==> src/rtl/fifo_sync_ram_ctrl.sv <==
// fifo_sync_ram_ctrl: single-clock FIFO controller driving an external synchronous RAM
module fifo_sync_ram_ctrl #(
    parameter int WIDTH         = 32,
    parameter int DEPTH_LOG2    = 7,
    parameter int RD_LATENCY    = 1,
    parameter int AFULL_THRESH  = 120,
    parameter int AEMPTY_THRESH = 8
) (
    input  logic                  CLOCK,
    input  logic                  RESET,
    input  logic                  WE,
    input  logic [WIDTH-1:0]      DATA,
    input  logic                  RE,
    output logic [WIDTH-1:0]      Q,
    output logic                  DVLD,
    output logic                  FULL,
    output logic                  AFULL,
    output logic                  EMPTY,
    output logic                  AEMPTY,
    output logic                  OVERFLOW,
    output logic                  UNDERFLOW,
    output logic [DEPTH_LOG2:0]   WRCNT,
    output logic [DEPTH_LOG2-1:0] RAM_WADDR,
    output logic                  RAM_WEN,
    output logic [WIDTH-1:0]      RAM_WDATA,
    output logic [DEPTH_LOG2-1:0] RAM_RADDR,
    output logic                  RAM_REN,
    input  logic [WIDTH-1:0]      RAM_RDATA
);
    localparam logic [DEPTH_LOG2:0] AF = (DEPTH_LOG2+1)'(AFULL_THRESH);
    localparam logic [DEPTH_LOG2:0] AE = (DEPTH_LOG2+1)'(AEMPTY_THRESH);

    logic [DEPTH_LOG2:0] wptr, rptr, wptr_next, rptr_next, cnt_next;
    logic                wr_ok, rd_ok;
    logic [RD_LATENCY-1:0] vld_sr;
    logic [RD_LATENCY:0]   vld_in;

    // Accept decisions use only registered flags, so no request-to-flag combinational path exists.
    assign wr_ok     = WE & ~FULL;
    assign rd_ok     = RE & ~EMPTY;
    assign RAM_WEN   = wr_ok;
    assign RAM_WDATA = DATA;
    assign RAM_REN   = rd_ok;
    assign RAM_WADDR = wptr[DEPTH_LOG2-1:0];
    assign RAM_RADDR = rptr[DEPTH_LOG2-1:0];
    assign wptr_next = wptr + (DEPTH_LOG2+1)'(wr_ok);
    assign rptr_next = rptr + (DEPTH_LOG2+1)'(rd_ok);
    // Pointer difference with wrap bit equals WRCNT + wr_ok - rd_ok.
    assign cnt_next  = wptr_next - rptr_next;
    assign vld_in    = {vld_sr, rd_ok};
    assign DVLD      = vld_sr[RD_LATENCY-1];
    assign Q         = RAM_RDATA;

    // Pointers, occupancy, registered flags, error pulses and read-valid pipeline.
    always_ff @(posedge CLOCK or posedge RESET) begin
        if (RESET) begin
            wptr      <= '0;
            rptr      <= '0;
            WRCNT     <= '0;
            FULL      <= 1'b0;
            AFULL     <= 1'b0;
            EMPTY     <= 1'b1;
            AEMPTY    <= 1'b1;
            OVERFLOW  <= 1'b0;
            UNDERFLOW <= 1'b0;
            vld_sr    <= '0;
        end else begin
            wptr      <= wptr_next;
            rptr      <= rptr_next;
            WRCNT     <= cnt_next;
            FULL      <= cnt_next[DEPTH_LOG2];
            AFULL     <= cnt_next >= AF;
            EMPTY     <= cnt_next == '0;
            AEMPTY    <= cnt_next <= AE;
            OVERFLOW  <= WE & FULL;
            UNDERFLOW <= RE & EMPTY;
            vld_sr    <= vld_in[RD_LATENCY-1:0];
        end
    end
endmodule

==> config.mk <==
export PLATFORM = sky130hd
export DESIGN_NAME = fifo_sync_ram_ctrl
export DESIGN_NICKNAME = d
export VERILOG_FILES = /design/src/rtl/fifo_sync_ram_ctrl.sv
export SDC_FILE = /design/constraint.sdc
export NUM_CORES = 1
export LEC_CHECK = 0
export CELL_PAD_IN_SITES_DETAIL_PLACEMENT = 0
export CELL_PAD_IN_SITES_GLOBAL_PLACEMENT = 1
export CORE_MARGIN = 4
export CORE_UTILIZATION = 25
export CTS_BUF_LIST = sky130_fd_sc_hd__clkbuf_4 sky130_fd_sc_hd__clkbuf_8
export DETAILED_ROUTE_END_ITERATION = 16
export HOLD_SLACK_MARGIN = 0.02
export PLACE_DENSITY = 0.95
export SYNTH_ARGS = -nofsm -noshare
export SYNTH_HDL_FRONTEND = slang
export SYNTH_SLANG_ARGS = --single-unit
==> constraint.sdc <==
create_clock -name CLOCK -period 5.9 [get_ports CLOCK]
set_input_delay 1.18 -clock CLOCK [delete_from_list [all_inputs] [get_ports CLOCK]]
set_output_delay 1.18 -clock CLOCK [all_outputs]
set_load 0.01 [all_outputs]
* Word level (Yosys, flattened, before mapping) *
Index checks and enable logic that the tools add are counted.

word-level totals
  flip-flop bits (word level) = 31
  logic and storage cells = 22

operators by class
  $add $sub $neg = 3
  magnitude comparators = 2
  bitwise gates (word level) = 6
  reductions and logical operators = 1

operator list
  kind                  number
  $add A8 B1 Y8         2
  $ge A8 B7 Y1 const B  1
  $le A8 B4 Y1 const B  1
  $logic_not A8 Y1      1
  $sub A8 B8 Y8         1
  $and A1 B1 Y1         4
  $not A1 Y1            2

* Longest topological paths before layout *
  depth in word-level cells = 5
  mapped depth = 12
  depth with buffers taken out = 12

* Worst setup path after synthesis *
Ideal clock, no wire load.

  path type = in2reg
  from = input RE
  to = register EMPTY
  setup time = 75 ps
  arrival = 3589 ps
  setup slack = 2236 ps
  stages on the path = 12
  cells stage by stage = nor2b_1 ha_1 ha_1 nand3_1 xor2_1 ha_1 inv_1 o21bai_1 a41o_1 xor2_2 or4_4 nor3_2

between the ends
  cells in the longest elaborated chain, start to end = 4

ends and longest elaborated chain
  element               line  text
  from (decl)           13    input logic RE,
  $and A1 B1 Y1         40    assign rd_ok = RE & ~EMPTY;
  $add A8 B1 Y8         47    assign rptr_next = rptr + (DEPTH_LOG2+1)'(rd_ok);
  $sub A8 B8 Y8         49    assign cnt_next = wptr_next - rptr_next;
  via cnt_next[5]       33    logic [DEPTH_LOG2:0] wptr, rptr, wptr_next, rptr_next, cnt_next;
  $logic_not A8 Y1      73    EMPTY <= cnt_next == '0;
  to (signal assigned)  62    EMPTY <= 1'b1;
  to (signal assigned)  73
  to (decl)             18    output logic EMPTY,

The timed path passes the listed nets, and every way through them passes these cells.

* Worst setup path after layout *
  from = input RE
  to = register AFULL

between the ends
  cells in the longest elaborated chain, start to end = 4

ends and longest elaborated chain
  element               line  text
  $and A1 B1 Y1         40
  $add A8 B1 Y8         47
  via rptr_next[3]      33
  $sub A8 B8 Y8         49
  via cnt_next[7]       33
  $ge A8 B7 Y1          72    AFULL <= cnt_next >= AF;
  to (signal assigned)  61    AFULL <= 1'b0;
  to (signal assigned)  72
  to (decl)             17    output logic AFULL,

The timed path passes the listed nets, and every way through them passes these cells.

==> impl_results.md <==
* Status: finished clean
* Root Buffer Master: clkbuf_8
* Drt first pass iters at 4
* CP required at around 6100 ps
* GRT Total Usage at 0.08043
* Vias in the first global route at roughly 1100
* Routability cong. at about 0.76
* Mapped Avg Cell Area at roughly 10 sq um
* Clock Latency Late Sink at 280 ps
* Peak Freq at approximately 0.25 GHz
* Starting Density at 0.2554
* Routed WL at ~3600 um
* Vias per cell at 3.917
* Met1 Use GR at 0.07782
* GRT met3 Usage at 0.02812
* Die ar. at slightly above 9000 sq um
* Largest net degree at the start of global routing at 31
* Cts repair resizes at 0
* ANT nets after route at 0
* Tot Pwr at roughly 0.0012 W
* GR Layer Usage met2 at 0.1354
* Global-route wire length before repair at just under 6000 um
* Setup CP Type: in2reg
* I/O Pins at 163
* Post-Syn Instances at approximately 190
* Seq cells post-synth at 30
* DR WL/cell at 14.30 um
* Crit path DAT at 4200 ps
* Clock Path Buffers at 2
* YS warnings at 0
* Post-DP HPWL at between 2000 and 3000 um
* Syn Std Cell Area at 1963 sq um
* Clk pin slew, worst setup/hold paths at 60 ps
* # diodes at 0
* Dpl cell area at 1838 sq um
* Die Span X at 96.62 um
* P_leak at 0.8598 nW
* Synth-to-Final Area Change at -1.530%
* Crit Path Max Fanout at 4
* Die Y at between 90 and 100 um
* Element type at the critical path start: input pin
* Internal reg-to-reg setup slack at between 2000 and 3000 ps
* CTS tree: done
* Tcrit/Tclk final at 0.6830
* Core area at just under 8000 sq um
* Min cycle time layout at 4030 ps
* Finished layout cell area at 1933 sq um
* Setup ws final at 1870 ps
* Final nets at 230
* FP Rows at 32
* Slew Limit Fails at 0
* Fin Clk Skew at between 1 and 1.5 ps
* GRT Max-Usage Layer: met2
* Rel. slew slack at 0.2751
* Max-Cap Viols at 0
* Endpoint type of the worst setup path: flop
* # DRC at 0
* CTS Sinks at 30
* Initial antenna violation count at 0
* Worst slew pin tran at 1086 ps
* Fin cells at between 200 and 300
* Synth cell types at 26
* Type of the most critical hold path: reg2reg
* Unrepaired setup endpoints after global routing: no
* Placed insts at around 250
* GRT overflow at 0
* Net Count, Synth at around 270
* Endpoints failing hold at 0
* Post-CTS setup buffer count at 0
* CTS H-tree depth at 2
* Hold Buf Count CTS at 0
* Worst vdd ir at 0.1443 mV
* DR vias at 991
* # setup viols final at 0
* I/O Buffers at 34
* Setup TNS at 0 ps
* Post-synthesis sequential area ratio at 0.3837
* PwrDens at 605.1 nW/um^2
* DRT iter0 DRCs at 26
* TritonCTS buffer count at 5
* Layout cell share with drive strength beyond 1 at 0.1060
* Dpl ws at 1513 ps
sequential cells by signal, summed over array words and instances (netlist names):
signal     cells
AEMPTY         1
AFULL          1
DVLD           1
EMPTY          1
FULL           1
OVERFLOW       1
UNDERFLOW      1
WRCNT          7
rptr           8
wptr           8
area by class of cell:
cell class	count	area, sq um
multi-input combinational	67	571.8
sequential	30	753.2
clock inverter	1	5.005
inverter	12	45.04
tap	102	127.6
clock buffer	7	90.09
fill	830	5754
timing repair buffer	34	340.3
critical path, cell delays in order:
cell and delay, ps:
clkdlybuf4s50_1 480, nor2b_1 220, ha_1 210, nand3_1 160
xnor2_1 250, inv_1 100, ha_1 340, a21oi_1 150
o21bai_1 70, a41o_1 240, a31oi_1 210, xor3_2 350
a41o_1 230
cells by family (layout without fill, tap and decap cells):
group,Yosys count,after routing,synth area share
AND/OR/NAND/NOR,24,24,0.07138
AO/OA/AOI/OAI,13,13,0.04716
XOR/XNOR,18,18,0.09241
adder cells (fa/ha/maj),12,12,0.08031
flip-flops,30,30,0.3837
buffers and inverters,91,54,0.3250
power breakdown:
group | internal, W | leakage [nW] | total [W] | switching (W)
combinational | 0.000316 | 0.447 | 0.000659 | 0.000343
clock | 0.0000984 | 0.0517 | 0.000172 | 0.0000732
sequential | 0.000286 | 0.361 | 0.000339 | 0.0000528
total | 0.000701 | 0.860 | 0.00117 | 0.000469
metal layers:
metal  wire [um]  part of all wire
met5           0                 0
met3         307             0.085
met2        1825              0.50
met1        1278              0.35
met4         205             0.057
placed cells by master (no fill, tap or decap), types with 3 or more instances in the layout:
cell type and count:
xor2_1 6, nand2_1 4, a21oi_1 4, a21o_1 3
dfrtp_1 28, ha_1 11, inv_1 12, xnor2_1 10
clkdlybuf4s50_1 34, nor3_2 3, nand3_1 6, clkbuf_8 6
nor2_1 3
synthesized netlist by cell type, drive strengths merged:
cell type   n  area, sq um
buf        79        593.1
dfrtp      28        700.7
inv        12        45.04
ha         11        137.6
xnor2      10        87.58
xor2        7        68.82
nand3       6        30.03
a21oi       4        20.02
nand2       4        15.01
nor3        4        35.03
a21o        3        22.52
nor2        3        11.26
a41o        2        20.02
and2        2        12.51
dfstp       2        52.55
nor2b       2        12.51
o21bai      2        15.01
a211o       1        8.760
a31oi       1        6.260
and3        1        6.260
fa          1        20.02
or3         1        6.260
or4         1        11.26
xor3        1        25.02
per-stage QoR:
stage               hold slack, ps    util
floorplan                    436.5       -
global placement             456.8  0.2391
detailed placement           457.9  0.2391
CTS                          466.8  0.2515
global route                 496.7  0.2515
finish                       474.7  0.2515
worst paths after layout:
kind                          from  cells past startpoint        to
setup reg to reg             EMPTY                     12     AFULL
setup / recovery                RE                     13     AFULL
min in group asynchronous    RESET                      2  WRCNT[2]
hold / removal             rptr[7]                      1   rptr[7]
hold reg to reg            rptr[7]                      1   rptr[7]
max in group asynchronous    RESET                      2  OVERFLOW
Power figures use the tool's default switching activity.
